File: config.mk
export PLATFORM = sky130hd
export DESIGN_NAME = cond_issue_ctrl_flat
export DESIGN_NICKNAME = d
export VERILOG_FILES = /design/src/rtl/cond_issue_ctrl_pkg.sv /design/src/rtl/cond_issue_ctrl_if.sv /design/src/rtl/cond_issue_ctrl_cond_eval.sv /design/src/rtl/cond_issue_ctrl.sv /design/src/flat_wrapper.sv
export SDC_FILE = /design/constraint.sdc
export NUM_CORES = 1
export LEC_CHECK = 0
export ABC_AREA = 1
export CORE_ASPECT_RATIO = 2
export CORE_MARGIN = 1
export CORE_UTILIZATION = 50
export DETAILED_ROUTE_END_ITERATION = 10
export PLACE_DENSITY_LB_ADDON = 0.25
export SYNTH_ARGS = -nofsm -noshare
export SYNTH_HDL_FRONTEND = slang
export SYNTH_SLANG_ARGS = --single-unit
File: constraint.sdc
create_clock -name clk -period 4.69 [get_ports clk]
set_clock_uncertainty 0.05 [all_clocks]
set_input_delay 0.938 -clock clk [delete_from_list [all_inputs] [get_ports clk]]
set_output_delay 0.938 -clock clk [all_outputs]
set_load 0.01 [all_outputs]
File: src/rtl/cond_issue_ctrl_pkg.sv
// cond_issue_ctrl_pkg: shared ARM condition codes and issue FSM encoding
package cond_issue_ctrl_pkg;
  typedef enum logic [3:0] {
    EQ = 4'h0, NE = 4'h1, CS = 4'h2, CC = 4'h3,
    MI = 4'h4, PL = 4'h5, VS = 4'h6, VC = 4'h7,
    HI = 4'h8, LS = 4'h9, GE = 4'hA, LT = 4'hB,
    GT = 4'hC, LE = 4'hD, AL = 4'hE, NV = 4'hF
  } cond_e;
  typedef enum logic {RUN = 1'b0, BUBBLE = 1'b1} state_e;
endpackage

File: src/rtl/cond_issue_ctrl_if.sv
// cond_issue_ctrl_if: ID/EXE issue-control bundle between pipeline and controller
interface cond_issue_ctrl_if #(parameter int CNT_W = 16);
  logic idValid;
  logic [3:0] idCond;
  logic idSetFlags;
  logic idReadsCarry;
  logic [3:0] exeStatus;
  logic freeze;
  logic branchTaken;
  logic [3:0] statusOut;
  logic condPass;
  logic issueValid;
  logic stall;
  logic [CNT_W-1:0] squashCount;
  modport master (
    output idValid, idCond, idSetFlags, idReadsCarry, exeStatus, freeze, branchTaken,
    input statusOut, condPass, issueValid, stall, squashCount
  );
  modport slave (
    input idValid, idCond, idSetFlags, idReadsCarry, exeStatus, freeze, branchTaken,
    output statusOut, condPass, issueValid, stall, squashCount
  );
endinterface

File: src/rtl/cond_issue_ctrl_cond_eval.sv
// cond_eval: ARM condition-field evaluation against NZCV
module cond_eval
  import cond_issue_ctrl_pkg::*;
(
  input  logic [3:0] cond,
  input  logic [3:0] nzcv,
  output logic       pass
);
  logic n, z, c, v;
  assign {n, z, c, v} = nzcv;
  // decode the condition field into a pass/fail for the given flags
  always_comb begin
    pass = 1'b0;
    case (cond_e'(cond))
      EQ: pass = z;
      NE: pass = ~z;
      CS: pass = c;
      CC: pass = ~c;
      MI: pass = n;
      PL: pass = ~n;
      VS: pass = v;
      VC: pass = ~v;
      HI: pass = c & ~z;
      LS: pass = ~c | z;
      GE: pass = n == v;
      LT: pass = n != v;
      GT: pass = ~z & (n == v);
      LE: pass = z | (n != v);
      AL: pass = 1'b1;
      NV: pass = 1'b0;
      default: pass = 1'b0;
    endcase
  end
endmodule

File: src/rtl/cond_issue_ctrl.sv
// cond_issue_ctrl: conditional-issue control with flag hazard stall/forwarding
module cond_issue_ctrl
  import cond_issue_ctrl_pkg::*;
#(
  parameter bit FORWARD_EN = 1'b0,
  parameter int CNT_W      = 16
) (
  input logic clk,
  input logic rst,
  cond_issue_ctrl_if.slave bus
);
  state_e state;
  logic exeValid, exeSetFlags, exeHot, hazard, stallC, pass, issueC;
  logic [3:0] statusReg, effFlags;
  logic [CNT_W-1:0] squashReg;
  assign exeHot   = exeValid & exeSetFlags;
  assign hazard   = bus.idValid & ((bus.idCond != 4'(AL)) | bus.idReadsCarry) & exeHot;
  assign stallC   = (state == RUN) & hazard & ~FORWARD_EN & ~bus.freeze & ~bus.branchTaken;
  assign effFlags = (FORWARD_EN && exeHot) ? bus.exeStatus : statusReg;
  assign issueC   = bus.idValid & pass & ~stallC & ~bus.branchTaken & ~bus.freeze;
  cond_eval uEval (.cond(bus.idCond), .nzcv(effFlags), .pass(pass));
  // EXE tracking, flag commit, bubble FSM and squash counter; freeze holds all
  always_ff @(posedge clk or negedge rst) begin
    if (!rst) begin
      state       <= RUN;
      exeValid    <= 1'b0;
      exeSetFlags <= 1'b0;
      statusReg   <= 4'b0000;
      squashReg   <= '0;
    end else if (!bus.freeze) begin
      state       <= stallC ? BUBBLE : RUN;
      exeValid    <= issueC;
      exeSetFlags <= bus.idSetFlags;
      statusReg   <= exeHot ? bus.exeStatus : statusReg;
      if (bus.idValid & ~pass & ~stallC & ~bus.branchTaken & ~&squashReg)
        squashReg <= squashReg + 1'b1;
    end
  end
  assign bus.statusOut   = statusReg;
  assign bus.condPass    = pass;
  assign bus.issueValid  = issueC;
  assign bus.stall       = stallC;
  assign bus.squashCount = squashReg;
endmodule
File: src/flat_wrapper.sv
// flat-port wrapper written by rule: the top's interface ports become plain ports
module cond_issue_ctrl_flat import cond_issue_ctrl_pkg::*;
#(
  parameter bit FORWARD_EN = 1'b0,
  parameter int CNT_W      = 16
)
  (clk, rst, bus_idValid, bus_idCond, bus_idSetFlags, bus_idReadsCarry, bus_exeStatus, bus_freeze, bus_branchTaken, bus_statusOut, bus_condPass, bus_issueValid, bus_stall, bus_squashCount);
  cond_issue_ctrl_if #(.CNT_W(CNT_W)) bus_i ();
  input logic clk;
  input logic rst;
  input wire logic [$bits(bus_i.idValid)-1:0] bus_idValid;
  input wire logic [$bits(bus_i.idCond)-1:0] bus_idCond;
  input wire logic [$bits(bus_i.idSetFlags)-1:0] bus_idSetFlags;
  input wire logic [$bits(bus_i.idReadsCarry)-1:0] bus_idReadsCarry;
  input wire logic [$bits(bus_i.exeStatus)-1:0] bus_exeStatus;
  input wire logic [$bits(bus_i.freeze)-1:0] bus_freeze;
  input wire logic [$bits(bus_i.branchTaken)-1:0] bus_branchTaken;
  output wire logic [$bits(bus_i.statusOut)-1:0] bus_statusOut;
  output wire logic [$bits(bus_i.condPass)-1:0] bus_condPass;
  output wire logic [$bits(bus_i.issueValid)-1:0] bus_issueValid;
  output wire logic [$bits(bus_i.stall)-1:0] bus_stall;
  output wire logic [$bits(bus_i.squashCount)-1:0] bus_squashCount;
  assign bus_i.idValid = bus_idValid;
  assign bus_i.idCond = bus_idCond;
  assign bus_i.idSetFlags = bus_idSetFlags;
  assign bus_i.idReadsCarry = bus_idReadsCarry;
  assign bus_i.exeStatus = bus_exeStatus;
  assign bus_i.freeze = bus_freeze;
  assign bus_i.branchTaken = bus_branchTaken;
  assign bus_statusOut = bus_i.statusOut;
  assign bus_condPass = bus_i.condPass;
  assign bus_issueValid = bus_i.issueValid;
  assign bus_stall = bus_i.stall;
  assign bus_squashCount = bus_i.squashCount;
  cond_issue_ctrl #(.FORWARD_EN(FORWARD_EN), .CNT_W(CNT_W)) u_core (.clk(clk), .rst(rst), .bus(bus_i));
endmodule
; ---- After elaboration in Yosys (flattened, before gate mapping)
; Cells that the tools add are included.
[totals]
reg_bits = 23
input_bits = 15
out_inout_bits = 23
[classes]
addsub = 1
n_eq_ne = 18
n_mux = 2
bitwise = 28
reduce_logical = 5
[op_table]
columns = op, count
row1 = equality test 4 bit (second input constant), 8
row2 = adder 16 x 1 -> 16 bit (second input constant), 1
row3 = AND 1 bit, 16
row4 = equality test 4 x 3 -> 1 bit (second input constant), 4
row5 = case mux 1 bit (16 select lines), 1
row6 = AND reduction 16 bit, 1
row7 = NOT 1 bit, 9
row8 = equality test 4 x 2 -> 1 bit (second input constant), 2
row9 = equality test 4 x 1 -> 1 bit (second input constant), 1
row10 = zero test 4 bit, 1
row11 = inequality test 4 bit (second input constant), 1
row12 = AND reduction 2 bit, 2
row13 = OR 1 bit, 3
row14 = equality test 1 bit, 1
row15 = zero test 1 bit, 1
row16 = two-way mux 1 bit, 1
row17 = inequality test 1 bit, 1

; ---- Logic depth before layout (Yosys ltp)
; Gate-level depths: netlist of run 1.
[depth]
ltp_word = 12
ltp_mapped = 13
depth_no_buf = 11

; ---- Cells and area by module
; Synthesis of run 1 repeated with hierarchy kept, for this count alone.
[unflattened]
cells_unflattened = 236
hier_area_um2 = 1622.8
[by_module_without_submodules]
columns = mod, n_inst, cells_per_inst, area_per_inst_um2, seq_area_each_um2
row1 = cond_issue_ctrl, 1, 191, 1417.6, 575.6
row2 = cond_eval, 1, 45, 205.2, 0.0

; ---- Worst setup path before layout of run 1
; No wires, ideal clock.
[synth_timing]
path_kind = input -> output
from = input bus_idCond[1]
to = output bus_issueValid
t_arrival_ns = 1.983
required_ns = 3.702
path_slack_ns = 1.719
path_stages = 11
n_path_buf = 2
path_cell_list = buf_4 inv_1 nand2_1 nand3_1 nand3_1 nand2_1 nor2_1 nand2_1 nand2_2 buf_4 nor2_1
[synth_between]
elab_chain_cells = 11
word_cells_on_any_way = 29
classes_between = eq/ne: 16 / mux: 1 / bitwise: 11 / reduce/logical: 1
[synth_rtl]
columns = item, line_no
row1 = start: declaration, flat_wrapper.sv:12  ; input wire logic [$bits(bus_i.idCond)-1:0] bus_idCond;
row2 = inequality test 4 bit, cond_issue_ctrl.sv:17  ; assign hazard = bus.idValid & ((bus.idCond != 4'(AL)) | bus.idReadsCarry) & exeHot;
row3 = OR 1 bit, cond_issue_ctrl.sv:17
row4 = AND 1 bit (2 in a row), cond_issue_ctrl.sv:17
row5 = AND 1 bit (3 in a row), cond_issue_ctrl.sv:18  ; assign stallC = (state == RUN) & hazard & ~FORWARD_EN & ~bus.freeze & ~bus.branchTaken;
row6 = NOT 1 bit, cond_issue_ctrl.sv:20  ; assign issueC = bus.idValid & pass & ~stallC & ~bus.branchTaken & ~bus.freeze;
row7 = AND 1 bit (*) (3 in a row), cond_issue_ctrl.sv:20
row8 = end: declaration, flat_wrapper.sv:20  ; output wire logic [$bits(bus_i.issueValid)-1:0] bus_issueValid;
; Mark *: on every way between the ends. The rest lies on a longest branch, timed or not.

; ---- Final worst setup path of run 1
; Same ends and word-level chain as after synthesis.

==> key figures, run 1 <==
Layout
  • Number of antenna diodes: 0
  • Most common cell after layout, fill and taps aside: nand2_1
  • Highest-count cells in the layout ignoring fill and taps: nand2_1, clkdlybuf4s50_1, nor2_1, dfrtp_1, nand3_1
  • Fraction of final layout cells sized beyond drive strength 1: 0.05556
  • Fill cell instance count of the final layout: 269
  • Growth of design area from synthesis to finish: 26.79%
  • Layout Nets: 287

Worst setup path
  • Signal arrival time at the worst endpoint: 3.07 ns
  • CP startpoint kind: primary input
  • Slowest cell delay on critical path: 0.64 ns
  • Start-to-end type of the worst setup path: primary input to output port
  • Sequence of cells on the critical path: clkdlybuf4s50_1 -> inv_1 -> nand2_1 -> nand2_1 -> nand2_1 -> nand3_1 -> nand2_1 -> nor2_1 -> nand2_1 -> nand2_2 -> nor2_1 -> clkdlybuf4s50_1
  • Max FO, Critical Path: 19
  • Most common cell on crit path: nand2_1
  • Crit-path slowest cell: clkdlybuf4s50_1
  • Worst Setup End Kind: output port
  • Crit path required time: 3.70 ns

Die
  • Die Ht: 81.82 µm
  • Die outline area: 3429 µm²
  • # IOs: 38
  • Die Wd: 41.91 µm
  • Number of standard-cell rows in the floorplan: 28
  • Floorplan core area: 2978 µm²
  • Initial core utilization: 0.5349

CTS
  • Clock Tree Buf Depth: 2
  • Reg clk slew, reported paths: 0.08 ns
  • Clock buffers created by TritonCTS: 3
  • TritonCTS Sinks: 23
  • Clock latency of the later-clocked register in the worst-skew pair: 0.26 ns
  • Clock tree from TritonCTS: built
  • Count of hold buffers inserted by post-cts repair: 0
  • PostCTS Resize Cnt: 0
  • H-tree depth: 1
  • Number of setup buffers added after CTS: 0
  • Cell chosen for the clock root: clkbuf_8

Place
  • Routability cong.: 0.8963
  • Post-place setup slack: 0.6506 ns
  • Count of input and output buffers: 37
  • HPWL Detailed: 3350 µm

Yosys
  • Mean cell area of the mapped netlist: 6.836 µm²
  • Post-synthesis cell count: 233
  • Seq cells post-synth: 23
  • Netlist area before placement: 1593 µm²
  • Fraction of the yosys area taken by sequential cells: 0.3614
  • Distinct cell type count after synthesis: 23
  • Warnings from Yosys: 0
  • Post-synthesis net count: 249

Flow run
  • Maximum Capacitance Violations: 0

Detailed routing
  • Via/cell ratio: 5.537
  • Vias after detailed routing: 1661
  • ANT nets after route: 0
  • Detailed-route wire length per cell: 14.34 µm
  • Total Wirelength: 4302 µm
  • Post-route DRC: 0
  • First-pass iteration count of the detailed router: 4
  • Starting DRT DRC Count: 33

GRT
  • Total routing resource utilization after global routing: 0.2713
  • Global route overflow: 0
  • Wire length of the first global-routing pass: 7038 µm
  • Antenna violations before repair: 0
  • Via count of the first global-routing pass: 1579
  • Maximum number of pins on one net before global-route repair: 24

Timing
  • Unrepaired setup endpoints after global routing: false
  • Sum of negative setup slack: 0 ns
  • Number of failing hold endpoints at the final stage: 0
  • Slew Limit Fails: 0
  • Setup WS post-layout: 0.6352 ns
  • Fmax: 0.2466 GHz
  • Final period demand of the worst path: 4.055 ns
  • Ratio of final minimum period to clock period: 0.8646
  • Setup-failing EPs final: 0
  • Slew margin rel.: 0.2934
  • Pin slew with the least headroom to its limit: 1.057 ns

Min path
  • Worst min-delay path class: flop to flop

Power
  • Worst voltage drop across the vdd grid: 0.2691 mV
  • Ratio of total power to cell area: 329.3 nW/µm²
  • Leakage power of the design: 0.9698 nW

Outcome
  • Run status: finished, final reports clean
## registers in the layout, indices dropped and copies added (netlist names)
register / cells
u_core.exeValid: 1
u_core.bus.squashCount: 16
u_core.bus.statusOut: 4
u_core.state: 1
u_core.exeSetFlags: 1
## stage by stage
step | hold WS, ns | util | power, W | cells | cell area [µm²]
floorplan | 0.3974 | - | 0.0004205 | 233 | 1593
global placement | 0.4160 | 0.6626 | 0.0005467 | 296 | 1973
detailed placement | 0.4154 | 0.6626 | 0.0005487 | 296 | 1973
CTS | 0.4376 | 0.6782 | 0.0006702 | 300 | 2019
global route | 0.4633 | 0.6782 | 0.0007174 | 300 | 2019
finish | 0.4329 | 0.6782 | 0.0006650 | 300 | 2019
## final timing paths
kind                                           startpoint                         to  slack [ns]  cells after the start
max in group asynchronous                             rst  u_core.bus.squashCount[3]        2.75                      1
worst max-delay path                        bus_idCond[1]             bus_issueValid        0.64                     12
worst min-delay path                   u_core.exeSetFlags         u_core.exeSetFlags        0.43                      2
worst max register to register  u_core.bus.squashCount[0]  u_core.bus.squashCount[4]        2.60                      9
worst min register to register         u_core.exeSetFlags         u_core.exeSetFlags        0.43                      2
min in group asynchronous                             rst  u_core.bus.squashCount[7]        1.20                      1
## report_power, final
group          total, W  internal (W)  switching, W
sequential     0.000280      0.000231     0.0000493
clock          0.000121     0.0000591     0.0000618
combinational  0.000264      0.000118      0.000146
total          0.000665      0.000408      0.000257
## metal layers
layer | up-vias | track usage | wire length, µm
li1 | 827 | - | -
met1 | 785 | 0.2718 | 1603
met2 | 43 | 0.5641 | 2500
met3 | 6 | 0.01538 | 109
met4 | 0 | 0.09355 | 88
met5 | - | 0 | 0
## worst max-delay path, delay by kind of cell
kind          cells  cell delay (ns)
simple gates      9             0.80
buf+inv           3             1.32
## cells in the mapped netlist
library cell / n / area, µm²
inv_1: 19 / 71.32
xnor2_1: 8 / 70.07
nor2_2: 2 / 12.51
clkinv_1: 1 / 3.750
nand3_1: 22 / 110.1
buf_4: 2 / 15.01
inv_2: 1 / 3.750
a21oi_1: 3 / 15.01
buf_6: 1 / 11.26
buf_2: 1 / 5.000
nand2_1: 85 / 319.1
dfrtp_1: 23 / 575.6
clkbuf_1: 1 / 3.750
ha_1: 1 / 12.51
nand3_2: 1 / 10.01
nor2_1: 23 / 86.33
nor2_4: 1 / 11.26
xor2_1: 6 / 52.55
nand2_2: 4 / 25.02
nand4_4: 1 / 21.27
o21ai_0: 5 / 25.02
nor3_1: 4 / 20.02
nand4_1: 18 / 112.6
## final cells by class
type,count,area [µm²],area share
inverter,21,78.83,0.03903
sequential,23,575.6,0.2850
clock inverter,1,5.005,0.002478
multi-input combinational,184,903.4,0.4473
clock buffer,3,41.29,0.02045
timing repair buffer,38,377.9,0.1871
tap,30,37.54,0.01859
## cells by family (layout without fill, tap and decap cells)
logic type	Yosys count	count (layout)	share of synthesized area
and+or+nand+nor	161	161	0.4572
buffers and inverters	26	63	0.07147
DFF	23	23	0.3613
xor gates and xnor gates	14	14	0.07699
AOI/OAI and AO/OA	8	8	0.02513
adders and majority gates	1	1	0.007854
Note: power is estimated with default switching activity, not from simulation.
==> run 2, diff against run 1 <==
--- a/config.mk
+++ b/config.mk
@@ -7,5 +7,4 @@
 export LEC_CHECK = 0
 export ABC_AREA = 1
-export CORE_ASPECT_RATIO = 2
 export CORE_MARGIN = 1
 export CORE_UTILIZATION = 50
==> constraint.sdc (replaced) <==
create_clock -name clk -period 4.69 [get_ports clk]
set_clock_uncertainty 0.05 [all_clocks]
set_input_delay 0.469 -clock clk [delete_from_list [all_inputs] [get_ports clk]]
set_output_delay 0.469 -clock clk [all_outputs]
set_load 0.01 [all_outputs]
==> run 2 against run 1 <==
Critical endpoint unchanged. First-iteration DRC count grew to 2.6 times the previous value. Clock power is 21% lower. Register-to-register slack better by 0.04 ns. Critical path type unchanged. Count of clock-buffer cells in the layout stayed put. Maximum frequency is 27% higher. Global-route usage is 4.2 points lower. Combinational power hardly changed. Sequential power is 2% lower.
==> key figures, run 2 (same netlist as run 1, synthesis figures left out) <==
Detailed routing
  • Starting DRT DRC Count: 86
  • ANT nets after route: 0
  • First-pass iteration count of the detailed router: 6
  • Detailed-route wire length per cell: 11.72 µm
  • Post-route DRC: 0
  • Total Wirelength: 3669 µm
  • Vias after detailed routing: 1576
  • Via/cell ratio: 5.035

CTS
  • Number of setup buffers added after CTS: 0
  • Reg clk slew, reported paths: 0.13 ns
  • Clock buffers created by TritonCTS: 3
  • Count of hold buffers inserted by post-cts repair: 0
  • Clock latency of the later-clocked register in the worst-skew pair: 0.32 ns
  • H-tree depth: 1
  • PostCTS Resize Cnt: 0
  • Cell chosen for the clock root: clkbuf_4
  • Clock Tree Buf Depth: 2
  • TritonCTS Sinks: 23
  • Clock tree from TritonCTS: built

Timing
  • Slew margin rel.: 0.3081
  • Sum of negative setup slack: 0 ns
  • Unrepaired setup endpoints after global routing: false
  • Final period demand of the worst path: 3.182 ns
  • Worst-case hold slack: 0.4473 ns
  • Slew Limit Fails: 0
  • Number of failing hold endpoints at the final stage: 0
  • Fmax: 0.3142 GHz
  • Setup-failing EPs final: 0
  • Ratio of final minimum period to clock period: 0.6785
  • Pin slew with the least headroom to its limit: 1.035 ns

Power
  • Worst voltage drop across the vdd grid: 0.2694 mV
  • Internal power contribution: 0.0003811 W
  • Switching power: 0.0002503 W
  • Combinational Power Share: 0.413
  • Switching share of total power: 0.3964
  • Ratio of total power to cell area: 313.7 nW/µm²
  • Total power: 0.0006315 W
  • Register share of total power: 0.434
  • Leakage power of the design: 0.9535 nW
  • Power share of the clock group: 0.152

GRT
  • Via count of the first global-routing pass: 1395
  • Wire length of the first global-routing pass: 6072 µm
  • Total routing resource utilization after global routing: 0.2292
  • Global route overflow: 0
  • Antenna violations before repair: 0
  • Maximum number of pins on one net before global-route repair: 24

Worst setup path
  • Slowest cell delay on critical path: 0.64 ns
  • Start-to-end type of the worst setup path: primary input to output port
  • Sum of buffers and inverters on the critical path: 3
  • Register-to-Register Setup Slack: 2.64 ns
  • Most common cell on crit path: nand2_1
  • Max FO, Critical Path: 19
  • Crit Reg-Reg Startpoint: u_core.bus.squashCount[0]
  • Crit-path slowest cell: clkdlybuf4s50_1
  • Sequence of cells on the critical path: clkdlybuf4s50_1 -> inv_1 -> nand2_1 -> nand2_1 -> nand2_1 -> nand3_1 -> nand2_1 -> nor2_1 -> nand2_1 -> nand2_2 -> nor2_1 -> clkdlybuf4s50_1
  • Worst flop-to-flop path endpoint: u_core.bus.squashCount[15]
  • Crit path required time: 4.17 ns
  • Cell family with most CP delay: buffers and inverters
  • Signal arrival time at the worst endpoint: 2.66 ns
  • Number of cell instances on the worst register-to-register path: 9
  • Worst Setup End Kind: output port
  • CP startpoint kind: primary input

Place
  • HPWL Detailed: 2749 µm
  • Number of placed instances, taps included: 309
  • Routability cong.: 0.9021
  • Cell area after placement: 1983 µm²
  • Count of input and output buffers: 37

Layout
  • Most common cell after layout, fill and taps aside: nand2_1
  • Finished Cell Area: 2013 µm²
  • Layout Nets: 286
  • Post-layout instance count excluding filler cells: 313
  • Growth of design area from synthesis to finish: 26.39%
  • Flip-flop count of the largest register, all copies and words added: 16
  • Fraction of final layout cells sized beyond drive strength 1: 0.05204
  • Highest-count cells in the layout ignoring fill and taps: nand2_1, clkdlybuf4s50_1, nor2_1, dfrtp_1, nand3_1
  • Fill cell instance count of the final layout: 272
  • Number of antenna diodes: 0

Die
  • Floorplan core area: 3028 µm²
  • Initial core utilization: 0.5260
  • # IOs: 38
  • Die Ht: 58.44 µm
  • Die outline area: 3415 µm²
  • Die Wd: 58.44 µm
  • Number of standard-cell rows in the floorplan: 20

Outcome
  • Run status: finished, final reports clean

Min path
  • End point of the most critical hold path: u_core.state
  • Worst min-delay path class: flop to flop
  • Beginning of the worst hold path: u_core.state
  • Hold-critical path depth: 2

Flow run
  • Maximum Capacitance Violations: 0
## run 2: cell types whose count changed in the layout (fill, tap and decap cells not counted)
cell and delta:
buf_4 -1, clkbuf_8 -3, clkinvlp_4 +1, clkinv_2 -1
clkbuf_4 +3
## run 2: worst max-delay path by stage
stage,from,to,slack [ns],cells after the start
after floorplan,bus_idCond[1],bus_issueValid,2.66,11
after global placement,bus_idCond[1],bus_issueValid,1.54,12
after detailed placement,bus_idCond[1],bus_issueValid,1.52,12
after CTS,bus_idCond[1],bus_issueValid,1.51,12
after global routing,bus_idCond[1],bus_issueValid,1.37,12
final,bus_idCond[1],bus_issueValid,1.51,12
## run 2: power groups by stage
stage	Clock, W	Sequential, W	Combinational, W
finish	0.0000961	0.000274	0.000261
global route	0.000108	0.000280	0.000289
CTS	0.000101	0.000274	0.000262
detailed placement	0	0.000277	0.000259
global placement	0	0.000277	0.000258
floorplan	0	0.000284	0.000137
## run 2: worst min-delay path, delay by kind of cell (launching register included)
kind | cells | cell delay (ns)
DFF | 1 | 0.37
and+or+nand+nor | 2 | 0.11
## run 2: metrics by stage
step                        util  setup WS (ns)
after floorplan                -          2.657
after detailed placement  0.6550          1.519
after global placement    0.6550          1.542
after global routing      0.6649          1.365
final                     0.6649          1.508
after CTS                 0.6649          1.505
## run 2: routing by layer
layer	global-route usage	up-vias	part of all wire
met5	0	-	0
met4	0.03061	0	0.0057
met3	0.05055	2	0.052
met2	0.3547	48	0.44
met1	0.3390	701	0.50
li1	-	825	-
## run 2: cell type report
| class | instances | area, µm² | share of cell area |
|---|---|---|---|
| Clock buffer | 3 | 22.52 | 0.01119 |
| Clock inverter | 1 | 7.507 | 0.003729 |
| Inverter | 21 | 78.83 | 0.03915 |
| Multi-Input combinational cell | 184 | 903.4 | 0.4487 |
| Sequential cell | 23 | 575.6 | 0.2859 |
| Tap cell | 44 | 55.05 | 0.02735 |
| Timing Repair Buffer | 37 | 370.4 | 0.1840 |
